**src/rtl/fetch_queue_unit.sv**
```systemverilog
// Instruction fetch stage: sequential PC generation, credit-limited imem requests,
// in-order {pc, inst} queue toward decode, redirect flush. Optional perf counters: FETCH_PERF_CNT_EN.
module fetch_queue_unit #(
    parameter int unsigned QUEUE_DEPTH = 4,
    parameter logic [31:0] RESET_PC    = 32'h0000_0000
) (
    input  logic        clk,
    input  logic        reset,
    output logic        imem_req_valid,
    input  logic        imem_req_ready,
    output logic [31:0] imem_req_addr,
    input  logic        imem_resp_valid,
    input  logic [31:0] imem_resp_data,
    output logic        out_valid,
    input  logic        out_ready,
    output logic [31:0] out_pc,
    output logic [31:0] out_inst,
    input  logic        redirect_valid,
    input  logic [31:0] redirect_pc,
    input  logic        halt
`ifdef FETCH_PERF_CNT_EN
    ,
    output logic [31:0] perf_fetched,
    output logic [31:0] perf_flushed,
    output logic [31:0] perf_stall
`endif
);

    localparam int AW = $clog2(QUEUE_DEPTH);
    localparam int CW = $clog2(QUEUE_DEPTH) + 1;
    localparam logic [CW:0] DEPTH_C = (CW+1)'(QUEUE_DEPTH);

    typedef enum logic {
        ST_RUN   = 1'b0,
        ST_FLUSH = 1'b1
    } state_t;

    logic [31:0]   pc_mem_q   [QUEUE_DEPTH];
    logic [31:0]   inst_mem_q [QUEUE_DEPTH];
    logic [AW-1:0] head_q, head_d, tail_q, tail_d;
    logic [CW-1:0] count_q, count_d;
    logic [CW-1:0] outstanding_q, outstanding_d;
    logic [CW-1:0] drop_cnt_q, drop_cnt_d;
    logic [31:0]   fetch_pc_q, fetch_pc_d;
    logic [31:0]   resp_pc_q, resp_pc_d;
    logic [31:0]   hold_pc_q, hold_inst_q;
    state_t        state_q, state_d;

    logic [31:0]   redirect_addr;
    logic [CW:0]   credit_used;
    logic          req_fire;
    logic          push;
    logic          pop;

    assign redirect_addr = redirect_pc & 32'hFFFF_FFFC;

    // Every issued request owns a queue slot until its response is popped or dropped,
    // so a response always finds room.
    assign credit_used    = {1'b0, count_q} + {1'b0, outstanding_q} - {1'b0, drop_cnt_q};
    assign imem_req_valid = !reset && !halt && !redirect_valid && (credit_used < DEPTH_C);
    assign imem_req_addr  = fetch_pc_q;
    assign req_fire       = imem_req_valid && imem_req_ready;

    assign out_valid = (count_q != '0);
    assign out_pc    = out_valid ? pc_mem_q[head_q]   : hold_pc_q;
    assign out_inst  = out_valid ? inst_mem_q[head_q] : hold_inst_q;

    assign push = imem_resp_valid && (drop_cnt_q == '0) && !redirect_valid;
    assign pop  = out_valid && out_ready && !redirect_valid;

    always_comb begin
        head_d        = head_q;
        tail_d        = tail_q;
        count_d       = count_q;
        outstanding_d = outstanding_q;
        drop_cnt_d    = drop_cnt_q;
        fetch_pc_d    = fetch_pc_q;
        resp_pc_d     = resp_pc_q;
        state_d       = state_q;
        if (redirect_valid) begin
            head_d        = '0;
            tail_d        = '0;
            count_d       = '0;
            fetch_pc_d    = redirect_addr;
            resp_pc_d     = redirect_addr;
            outstanding_d = outstanding_q - CW'(imem_resp_valid);
            drop_cnt_d    = outstanding_q - CW'(imem_resp_valid);
            state_d       = (drop_cnt_d != '0) ? ST_FLUSH : ST_RUN;
        end else begin
            if (req_fire) begin
                fetch_pc_d = fetch_pc_q + 32'd4;
            end
            if (push) begin
                resp_pc_d = resp_pc_q + 32'd4;
                tail_d    = tail_q + AW'(1);
            end
            if (pop) begin
                head_d = head_q + AW'(1);
            end
            count_d       = count_q + CW'(push) - CW'(pop);
            outstanding_d = outstanding_q + CW'(req_fire) - CW'(imem_resp_valid);
            if (imem_resp_valid && (drop_cnt_q != '0)) begin
                drop_cnt_d = drop_cnt_q - CW'(1);
            end
            if ((state_q == ST_FLUSH) && (drop_cnt_d == '0)) begin
                state_d = ST_RUN;
            end
        end
    end

    always_ff @(posedge clk) begin
        if (reset) begin
            head_q        <= '0;
            tail_q        <= '0;
            count_q       <= '0;
            outstanding_q <= '0;
            drop_cnt_q    <= '0;
            fetch_pc_q    <= RESET_PC;
            resp_pc_q     <= RESET_PC;
            state_q       <= ST_RUN;
        end else begin
            head_q        <= head_d;
            tail_q        <= tail_d;
            count_q       <= count_d;
            outstanding_q <= outstanding_d;
            drop_cnt_q    <= drop_cnt_d;
            fetch_pc_q    <= fetch_pc_d;
            resp_pc_q     <= resp_pc_d;
            state_q       <= state_d;
        end
    end

    // Queue storage carries no reset; entries are only visible once counted.
    always_ff @(posedge clk) begin
        if (push) begin
            pc_mem_q[tail_q]   <= resp_pc_q;
            inst_mem_q[tail_q] <= imem_resp_data;
        end
    end

    // Shadow of the displayed head so the outputs hold while the queue is empty.
    always_ff @(posedge clk) begin
        if (reset) begin
            hold_pc_q   <= '0;
            hold_inst_q <= '0;
        end else if (out_valid) begin
            hold_pc_q   <= out_pc;
            hold_inst_q <= out_inst;
        end
    end

`ifdef FETCH_PERF_CNT_EN
    logic        resp_drop;
    logic [31:0] perf_fetched_q, perf_flushed_q, perf_stall_q;

    assign resp_drop = imem_resp_valid && !push;

    always_ff @(posedge clk) begin
        if (reset) begin
            perf_fetched_q <= '0;
            perf_flushed_q <= '0;
            perf_stall_q   <= '0;
        end else begin
            perf_fetched_q <= perf_fetched_q + 32'(pop);
            perf_flushed_q <= perf_flushed_q + (redirect_valid ? 32'(count_q) : 32'd0)
                              + 32'(resp_drop);
            perf_stall_q   <= perf_stall_q + 32'(out_ready && !out_valid);
        end
    end

    assign perf_fetched = perf_fetched_q;
    assign perf_flushed = perf_flushed_q;
    assign perf_stall   = perf_stall_q;
`endif

endmodule

```
**config.mk**
```make
export PLATFORM = sky130hd
export DESIGN_NAME = fetch_queue_unit
export DESIGN_NICKNAME = d
export VERILOG_FILES = /design/src/rtl/fetch_queue_unit.sv
export SDC_FILE = /design/constraint.sdc
export NUM_CORES = 1
export LEC_CHECK = 0
export BUFFER_PORTS_ARGS = -buffer_cell sky130_fd_sc_hd__buf_4
export CORE_ASPECT_RATIO = 1.1
export CORE_MARGIN = 2
export CORE_UTILIZATION = 57
export DETAILED_ROUTE_END_ITERATION = 10
export HOLD_SLACK_MARGIN = 0.1
export MAX_ROUTING_LAYER = met4
export PLACE_DENSITY = 0.87
export SYNTH_ARGS = -nofsm -noshare
export SYNTH_HDL_FRONTEND = slang
export SYNTH_SLANG_ARGS = --single-unit
```
**constraint.sdc**
```tcl
create_clock -name clk -period 7.4 [get_ports clk]
set_input_delay 1.48 -clock clk [delete_from_list [all_inputs] [get_ports clk]]
set_output_delay 1.48 -clock clk [all_outputs]
set_load 0.03 [all_outputs]
```
==> results of run 1 <==
-- path summary, 6_finish.rpt --
check	from	end	slack, ns	depth (start not counted)
max	flop	out_pc[24]	2.85	4
min	tail_q[1]$_SDFFE_PP0P_	tail_q[1]$_SDFFE_PP0P_	0.51	2
max reg2reg	count_q[1]$_SDFF_PP0_	outstanding_q[2]$_SDFF_PP0_	3.41	16
min reg2reg	tail_q[1]$_SDFFE_PP0P_	tail_q[1]$_SDFFE_PP0P_	0.51	2
-- where the power goes --
part | total (µW) | leakage [µW] | switching [µW] | internal, µW
logic | 446 | 0.00273 | 253 | 194
registers | 2430 | 0.00340 | 58.5 | 2370
clock network | 2010 | 0.000644 | 810 | 1200
-- placed cells by master, fill, tap and decap left out, types with 17 or more instances in the layout --
cell / count
dfxtp_1: 137
mux2_2: 62
a21boi_0: 22
nor2_1: 32
buf_4: 174
xnor2_1: 18
o31a_1: 21
xor2_1: 20
nor2b_1: 66
edfxtp_1: 248
ha_1: 17
nand2_1: 45
inv_1: 48
mux4_2: 62
clkbuf_16: 39
a21oi_1: 36
-- cells in the mapped netlist (all sizes together), types with 14 or more instances --
library cell / count / area share [%]
edfxtp: 248 / 47
dfxtp: 139 / 18
nor2b: 66 / 2.6
mux2: 62 / 4.4
mux4: 62 / 8.8
inv: 49 / 1.2
nand2: 45 / 1.1
a21oi: 36 / 1.1
clkbuf: 36 / 1.0
nor2: 32 / 0.76
a21boi: 25 / 1.2
buf: 22 / 0.73
o31a: 21 / 1.2
xor2: 20 / 1.1
xnor2: 18 / 0.99
ha: 17 / 1.3
nand3: 17 / 0.65
nor3: 17 / 0.60
nor4: 17 / 0.86
and3: 15 / 0.60
nand4: 15 / 0.69
a211oi: 14 / 0.66
-- registers in the layout (all words and copies together), names as in the netlist, named ones only --
name / cells
count_q: 3
drop_cnt_q: 3
head_q: 2
hold_inst_q: 32
hold_pc_q: 32
imem_req_addr: 30
inst_mem_q: 128
outstanding_q: 3
pc_mem_q: 120
resp_pc_q: 30
tail_q: 2
-- per-stage QoR --
stage	cell area [µm²]	power, µW	utilization, %	setup WS [ns]
6_report	18700	4890	67.7	2.85
5_1_grt	18700	5040	67.7	2.62
4_1_cts	18700	4920	67.7	2.74
3_5_place_dp	17400	2920	62.9	3.05
3_3_place_gp	17400	2900	62.9	3.12
2_1_floorplan	15900	2760	-	3.28
-- routing by layer --
metal | track usage (%) | vias to the layer above
met2 | 39.1 | 326
met3 | 3.01 | 57
met4 | 6.82 | 0
li1 | - | 4341
met1 | 29.6 | 4725
met5 | - | -
-- layout make-up --
class                   instances  area, µm²
flip-flops and latches        387      10200
clock inverters                27        317
clock buffers                  43       1010
repair buffers                174       1310
fillers                      1808       8930
inverters                      49        184
multi-input cells             575       5190
well taps                     363        454
-- critical path, stage by stage, from the launching register on --
cell and delay, ns:
dfxtp_4 0.74, buf_4 0.68, mux4_2 0.64, mux2_2 0.31, buf_4 0.17
-- cell families after synthesis --
| kind of cell | count (synthesis) | synth area share [%] |
|---|---|---|
| mux | 126 | 13.3 |
| buf+inv | 107 | 2.92 |
| other cells | 1 | 0.0236 |
| simple gates | 259 | 9.54 |
| flops | 387 | 64.5 |
| xor+xnor | 38 | 2.10 |
| compound gates | 129 | 5.79 |
| fa+ha+maj | 21 | 1.84 |
==> key figures, run 1 <==
Setup path
  • Worst EP required: a little under 6 ns
  • CP Data Arrival Time: around 3.1 ns
  • Critical path class: reg -> out
  • CP Capture Type: primary output
  • Crit path launch type: flop
  • CP max FO: 34

Global route
  • Overall routing resource usage: 23.1%
  • Vias in the first global route: approximately 9600
  • GRT overflow: 0
  • Initial antenna violation count: 0
  • Largest net degree at the start of global routing: 84
  • First-pass GRT wire length: ~51 mm

Floorplanning
  • Die width: 163 µm
  • Die area: ~30000 µm²
  • CORE AREA: ~28000 µm²
  • # IOs: about 170
  • DIE HEIGHT: 179 µm
  • Row count: 64
  • Initial Util: between 50% and 60%

Hold path
  • Worst min path class: reg -> reg

STA
  • Final slew viol count: 0
  • # setup viols final: 0
  • Final period utilization: 61.5%
  • Relative slew slack: just over 30%
  • Worst Clk Skew: 0.0276 ns
  • Setup TNS: 0 ns
  • Fin crit period: 4.55 ns
  • Max frequency: between 200 and 250 MHz
  • Slew at the pin closest to its max-slew limit: between 1 and 1.5 ns
  • Hold Vio Cnt, Final: 0
  • Unrepaired setup endpoints after global routing: no
  • Hold_ws: 0.510 ns

Logic synthesis
  • Mapped cell area: 15900 µm²
  • Number of synthesized flops with an enable pin: 248
  • Post-synth top flop: edfxtp_1
  • Seq/Total Area, Yosys: between 60% and 70%
  • Mapped Cells: 1068
  • Mean area per synthesized cell: ~15 µm²
  • Yosys warns: 0
  • Async set-or-reset flop fraction in the synthesized netlist: 0%
  • #FFs+latches synth: 387
  • Yosys cell types: 68

Placed design
  • IO Port Bufs: 164
  • HPWL after DPL: between 15 and 20 mm
  • Final Wtd Congestion: just over 0.8
  • Placed Cells: 1548

Power
  • Power per cell area: between 200 and 300 nW/µm²
  • Maximum VDD drop: ~0.23 mV
  • Leak: just under 0.007 µW

Finish
  • Layout cell share with drive strength beyond 1: 30.4%
  • N_diodes: 0
  • Layout area overhead: 17.8%
  • Fin cells: roughly 1600
  • Layout Nets: between 1000 and 1500

Routing
  • Total routed wirelength: between 30 and 40 mm
  • M1 wire length: about 13 mm
  • DR pass1 iterations: 5
  • Vias: between 9000 and 10000
  • Avg Vias per Cell: 5.84
  • Met3 WL: approximately 2 mm
  • DRC errors left: 0
  • Detailed-route wire length per cell: between 20 and 25 µm
  • Highest routed layer: met4
  • Met2 WL: roughly 16 mm
  • Post-route ant nets: 0
  • DRT iter0 DRCs: ~670

Clocking
  • Max Buffers Root-to-Sink: 3
  • Post-CTS sizing: 0
  • CTS root buffer: clkbuf_16
  • CTS Hold Bufs: 0
  • Clk_lat worst skew: 0.53 ns
  • Htree depth: 2
  • Post-CTS setup buffer count: 0
  • CTS tree: done
  • Clock buffer count from CTS: 38
  • CTS clk-pin slew, worst paths: approximately 0.060 ns
  • CTS Sinks: between 300 and 400

Flow run
  • Max Cap Viol: 0

Run status
  • Status: finished, final reports clean
Note: power is estimated with default switching activity, not from simulation.
==> run 2, diff against run 1 <==
Clock period 7.4 ns to 4.3 ns, I/O delays scaled along.
==> run 2 against run 1 <==
  * Register-to-register slack worse by 2.7 ns
  * Critical path depth up 1
  * Die area unchanged
  * First-iteration DRC count up 19%
  * Combinational power up 74%
  * Sequential cell count unchanged
  * Wire length up 2.7%
  * Non-clock buffer count up 6
  * Hold slack worse by 0.0056 ns
  * Sequential power up 72%
  * Largest power group unchanged
==> key figures, run 2 (same netlist as run 1, synthesis figures left out) <==
Routing
  • Vias: 9610 (+1.7%)
  • Detailed-route wire length per cell: 20.6 µm (+2.4%)
  • DRT iter0 DRCs: 800 (+19%)
  • DR pass1 iterations: 5 (unchanged)
  • DRC errors left: 0 (unchanged)
  • Post-route ant nets: 0 (unchanged)
  • Avg Vias per Cell: 5.92 (+1.4%)
  • Total routed wirelength: 33.4 mm (+2.7%)

Clocking
  • Post-CTS sizing: 0 (unchanged)
  • Max Buffers Root-to-Sink: 3 (unchanged)
  • Htree depth: 2 (unchanged)
  • CTS tree: done
  • Clk_lat worst skew: 0.54 ns (about the same)
  • Clock buffer count from CTS: 38 (unchanged)
  • CTS root buffer: clkbuf_16
  • CTS clk-pin slew, worst paths: 0.06 ns (about the same)
  • CTS Sinks: 387 (unchanged)
  • CTS Hold Bufs: 0 (unchanged)
  • Post-CTS setup buffer count: 0 (unchanged)

Placed design
  • Setup WS pre-CTS: 0.715 ns (-2.33 ns)
  • IO Port Bufs: 164 (unchanged)
  • Final Wtd Congestion: 0.849 (+4.5%)
  • Post-DP Area: 17500 µm² (+0.62%)
  • HPWL after DPL: 20.2 mm (+3.0%)

Setup path
  • Crit path launch type: flop
  • Worst R2R Start: count_q[1]$_SDFF_PP0_
  • R2R cell count: 15 (-1)
  • Worst EP required: 3.44 ns (-2.48 ns)
  • CP Data Arrival Time: 3.04 ns (-0.03 ns)
  • R2R Path End: outstanding_q[2]$_SDFF_PP0_
  • Worst Setup SP: count_q[2]$_SDFF_PP0_
  • CP max FO: 54 (+59%)
  • Critical path class: reg -> out
  • CP Capture Type: primary output
  • Flop-to-flop setup slack: 0.70 ns (-2.71 ns)

STA
  • Worst Clk Skew: 0.0208 ns (-0.00679 ns)
  • Final slew viol count: 0 (unchanged)
  • Hold_ws: 0.504 ns (-0.00564 ns)
  • Hold Vio Cnt, Final: 0 (unchanged)
  • Slew at the pin closest to its max-slew limit: 1.03 ns (-0.00509 ns)
  • Setup TNS: 0 ns (unchanged)
  • Relative slew slack: 31.0% (+0.34 points)
  • # setup viols final: 0 (unchanged)
  • Final WS setup: 0.401 ns (-2.45 ns)
  • Max frequency: 256 MHz
  • Unrepaired setup endpoints after global routing: no
  • Final period utilization: approximately nine tenths
  • Fin crit period: 3.90 ns

Global route
  • Initial antenna violation count: 0 (unchanged)
  • Largest net degree at the start of global routing: 82 (-2.4%)
  • Vias in the first global route: 9426 (-1.6%)
  • Overall routing resource usage: 23.7% (+0.55 points)
  • First-pass GRT wire length: 51.3 mm (+1.1%)
  • GRT overflow: 0 (unchanged)

Hold path
  • Hold Path End: tail_q[1]$_SDFFE_PP0P_
  • Worst min path class: reg -> reg
  • Worst Min Path Start: tail_q[1]$_SDFFE_PP0P_
  • Hold depth: 2 (unchanged)

Finish
  • Layout area overhead: 17.6%
  • Layout Nets: 1323 (+0.46%)
  • Layout cell share with drive strength beyond 1: 30.3% (-0.12 points)
  • Commonest non-fill, non-tap cell in the layout: edfxtp_1
  • N_diodes: 0 (unchanged)
  • Area occupied by multi-input gates: 5190 µm² (unchanged)
  • Biggest regs: inst_mem_q: 128 flops, pc_mem_q: 120 flops
  • Commonest non-fill, non-tap cells in the layout: edfxtp_1, buf_4, dfxtp_1, nor2b_1
  • Max FFs per register: 128 (unchanged)
  • Biggest register: inst_mem_q
  • Filler Cell Count: 1806 (-0.11%)
  • FF/Latch Area: 10200 µm² (unchanged)
  • Finished Cell Area: 18700 µm² (-0.17%)

Floorplanning
  • CORE AREA: 27600 µm² (unchanged)
  • DIE HEIGHT: 179 µm (unchanged)
  • Die area: 29200 µm² (unchanged)
  • Initial Util: 57.5% (unchanged)
  • Row count: 64 (unchanged)
  • Die width: 163 µm (unchanged)
  • # IOs: 169 (unchanged)

Run status
  • Status: finished, final reports clean

Flow run
  • Max Cap Viol: 0 (unchanged)

Power
  • Total power: 8100 µW (+66%)
  • Power per cell area: 434 nW/µm² (+66%)
  • Maximum VDD drop: 0.342 mV (+50%)
  • Leak: 0.00676 µW (-0.25%)
[run 2: layer usage]
layer  vias to the layer above  GRT usage (%)  wire length, µm
met4                         0           6.45              784
met3                        70           3.82             2600
li1                       4356              -                -
met5                         -              -                0
met2                       446           39.3            16600
met1                      4738           30.7            13300
[run 2: report_power, final]
| group | switching [µW] | internal (µW) | total [µW] | leakage, µW |
|---|---|---|---|---|
| logic | 439 | 338 | 777 | 0.00278 |
| clock network | 1350 | 1790 | 3150 | 0.000582 |
| registers | 102 | 4080 | 4180 | 0.00340 |
[run 2: layout make-up]
type / instances / area share, %
clock buffers: 52 / 5.65
inverters: 49 / 0.986
flip-flops and latches: 387 / 54.8
well taps: 363 / 2.43
multi-input cells: 575 / 27.8
clock inverters: 17 / 0.717
repair buffers: 180 / 7.58
[run 2: through the flow]
step / instances / utilization, %
global placement: 1554 / 63.2
global route: 1623 / 67.5
finish: 1623 / 67.5
detailed placement: 1554 / 63.2
CTS: 1623 / 67.5
floorplan: 1069 / -
[run 2: how the worst max path moves through the flow]
stage / to / cells after the start
after floorplan: outstanding_q[2]$_SDFF_PP0_ / 16
after global placement: outstanding_q[2]$_SDFF_PP0_ / 15
after detailed placement: outstanding_q[2]$_SDFF_PP0_ / 15
after CTS: out_pc[21] / 5
after global routing: out_pc[9] / 5
final: out_pc[11] / 5
[run 2: critical path: stages, from the launching register on]
cell and delay [ns]:
dfxtp_1 0.35, nor3_1 0.77, inv_2 0.31, buf_4 0.42, mux2_2 0.41, buf_4 0.17
==> run 3, diff against run 2 <==
Settings changed: CORE_UTILIZATION 57 to 53, PLACE_DENSITY 0.87 to 0.85.
Clock period 4.3 ns to 3.3 ns, I/O delays scaled along.
==> run 3 against run 2 <==
  * The flow now finishes with violations (negative setup slack)
  * Highest routed layer unchanged
  * Critical endpoint is now outstanding_q[2]$_SDFF_PP0_
  * Sequential cell count stayed put
  * Power is 32% higher
  * Worst setup slack worse by 0.50 ns
  * Non-clock buffer count is 13 higher
  * Register-to-register slack worse by 0.80 ns
  * Hold slack worse by 0.17 ns
  * Clock power is 30% higher
==> key figures, run 3 (same netlist as run 1, synthesis figures left out) <==
Global route
  • Vias in the first global route: 9876 (+4.8%)
  • Initial antenna violation count: 0 (unchanged)
  • Overall routing resource usage: 22.5% (-1.2 points)
  • Largest net degree at the start of global routing: 81 (-1.2%)
  • First-pass GRT wire length: 53.0 mm (+3.3%)
  • GRT overflow: 0 (unchanged)

Flow run
  • Max Cap Viol: 0 (unchanged)

Floorplanning
  • CORE AREA: 29600 µm² (+7.0%)
  • Die width: 169 µm (+3.6%)
  • DIE HEIGHT: 185 µm (+3.6%)
  • Row count: 66 (+3.1%)
  • Initial Util: 53.7% (-3.8 points)
  • Die area: 31300 µm² (+7.4%)
  • # IOs: 169 (unchanged)

Finish
  • Max FFs per register: 128 (unchanged)
  • Fin cells: 1650 (+1.7%)
  • Biggest regs: inst_mem_q: 128 flops, pc_mem_q: 120 flops
  • Biggest register: inst_mem_q
  • Layout Nets: 1337 (+1.1%)
  • Fin util: 64.0% (-3.6 points)
  • FF/Latch Area: 10200 µm² (about the same)
  • Filler Cell Count: 2073 (+15%)
  • Commonest non-fill, non-tap cell in the layout: edfxtp_1
  • Commonest non-fill, non-tap cells in the layout: edfxtp_1, buf_4, dfxtp_1, nor2b_1
  • Area occupied by multi-input gates: 5260 µm² (+1.3%)
  • Layout area overhead: 19.1%
  • Finished Cell Area: 18900 µm² (+1.3%)
  • Layout cell share with drive strength beyond 1: 32.2% (+1.9 points)

Setup path
  • CP Capture Type: flop
  • Worst R2R Start: count_q[1]$_SDFF_PP0_
  • CP Data Arrival Time: 3.77 ns (+0.73 ns)
  • R2R cell count: 16 (+1)
  • Crit path launch type: flop
  • Critical path class: reg -> reg
  • Worst Setup SP: count_q[1]$_SDFF_PP0_
  • CP max FO: 2 (-96%)
  • R2R Path End: outstanding_q[2]$_SDFF_PP0_
  • Worst EP required: 3.68 ns (+0.24 ns)
  • Flop-to-flop setup slack: -0.1 ns (-0.80 ns)

Routing
  • Post-route ant nets: 0 (unchanged)
  • Avg Vias per Cell: 5.84 (-1.4%)
  • Total routed wirelength: 34.1 mm (+2.3%)
  • DRT iter0 DRCs: 791 (-1.1%)
  • DRC errors left: 0 (unchanged)
  • Detailed-route wire length per cell: 20.7 µm (+0.67%)
  • Vias: 9635 (+0.26%)
  • DR pass1 iterations: 8 (+3)

STA
  • Relative slew slack: 41.8% (+11 points)
  • # setup viols final: 2 (+2)
  • Final period utilization: 103%
  • Slew at the pin closest to its max-slew limit: 0.865 ns (-0.166 ns)
  • Worst Clk Skew: 0.0214 ns (+0.000619 ns)
  • Final slew viol count: 0 (unchanged)
  • Fin crit period: approximately 3.4 ns
  • Hold Vio Cnt, Final: 0 (unchanged)
  • Unrepaired setup endpoints after global routing: yes
  • Max frequency: 295 MHz
  • Final WS setup: -0.0955 ns (-0.496 ns)

Clocking
  • CTS Hold Bufs: 0 (unchanged)
  • CTS Sinks: 387 (unchanged)
  • CTS root buffer: clkbuf_16
  • Clk_lat worst skew: 0.53 ns (about the same)
  • Htree depth: 2 (unchanged)
  • Clock buffer count from CTS: 39 (+2.6%)
  • Max Buffers Root-to-Sink: 3 (unchanged)
  • CTS clk-pin slew, worst paths: 0.06 ns (about the same)
  • CTS tree: done

Placed design
  • HPWL after DPL: 20.5 mm (+1.2%)
  • Final Wtd Congestion: 0.873 (+2.8%)
  • Post-DP Area: 17600 µm² (+0.73%)
  • Placed Cells: 1572 (+1.2%)
  • IO Port Bufs: 164 (unchanged)
  • Setup WS pre-CTS: -0.0550 ns (-0.770 ns)

Hold path
  • Worst Min Path Start: imem_resp_data[14]
  • Hold depth: 1 (-1)
  • Hold Path End: inst_mem_q[3][14]$_DFFE_PP_
  • Worst min path class: in -> reg

Power
  • Clk pwr share: 38.5% (-0.3 points)
  • Combinational power share: 10.5% (+0.9 points)
  • Sequential power share: 51.0% (-0.6 points)
  • Leak: 0.00684 µW (+1.1%)
  • Internal power: 8120 µW (+31%)
  • Power per cell area: 564 nW/µm² (+30%)
  • Maximum VDD drop: 0.379 mV (+11%)
  • P_sw: 2550 µW (+35%)
  • Sw Share: 23.9% (+0.51 points)

Run status
  • Status: finished with violations
  • Failing checks: negative setup slack
[run 3: cell types whose count changed in the layout (fill, tap and decap cells not counted), sizes merged]
cell and delta:
inv -1, clkbuf -4, buf +13, clkinv +7, bufinv -1, clkinvlp +1, diode +1
[run 3: worst max path at each step]
stage | endpoint | depth (start not counted)
floorplan | outstanding_q[2]$_SDFF_PP0_ | 16
global placement | outstanding_q[2]$_SDFF_PP0_ | 15
detailed placement | outstanding_q[2]$_SDFF_PP0_ | 15
CTS | outstanding_q[2]$_SDFF_PP0_ | 16
global route | outstanding_q[2]$_SDFF_PP0_ | 16
finish | outstanding_q[2]$_SDFF_PP0_ | 16
[run 3: routing by layer]
metal  vias to the layer above  global-route usage, %  routed length (µm)  part of all wire, %
met3                        61                   3.30                2480                  7.3
li1                       4390                      -                   -                    -
met1                      4790                   28.3               13400                   39
met4                         0                   7.08                 798                  2.3
met5                         -                      -                   0                    0
met2                       394                   38.2               17400                   51
[run 3: timing repair]
action | in CTS | in global routing
buffers inserted | 3 | 3
pin swaps | 6 | 7
gates cloned | 0 | 0
setup endpoints to repair | 2 | 3
hold endpoints to repair | 0 | 0
gates resized for setup | 10 | 5
[run 3: power by group through the flow]
| stage | combinational (µW) | clock [µW] | sequential, µW |
|---|---|---|---|
| 2_1_floorplan | 641 | 0 | 5550 |
| 3_3_place_gp | 1020 | 0 | 5530 |
| 3_5_place_dp | 1050 | 0 | 5540 |
| 4_1_cts | 1100 | 4180 | 5440 |
| 5_1_grt | 1210 | 4380 | 5460 |
| 6_report | 1120 | 4110 | 5450 |
[run 3: worst max-delay path, stage by stage (launching register included)]
cell and delay (ns):
dfxtp_4 0.34, inv_2 0.04, fa_1 0.55, inv_2 0.05
ha_4 0.26, and4b_1 0.22, buf_6 0.11, a211o_1 0.12
nand4b_1 0.23, ha_4 0.34, inv_2 0.04, ha_4 0.14
fa_2 0.33, xor2_1 0.15, o21ai_1 0.14, xnor2_1 0.13
nor2_1 0.05
[run 3: metrics by stage]
step	hold WS, ns	setup TNS (ns)	total power, µW
5_1_grt	0.315	-0.829	11100
6_report	0.333	-0.165	10700
3_5_place_dp	0.498	-0.0550	6590
3_3_place_gp	0.482	0	6550
2_1_floorplan	0.469	-0.0699	6190
4_1_cts	0.312	-0.0895	10700
[run 3: cell type report]
cell class                 count  share of cell area [%]
clock buffer                  48                    5.61
clock inverter                23                   0.715
timing repair buffer         193                    8.25
sequential                   387                    54.2
multi-input combinational    575                    27.8
inverter                      49                   0.973
antenna                        1                  0.0132
tap                          374                    2.47
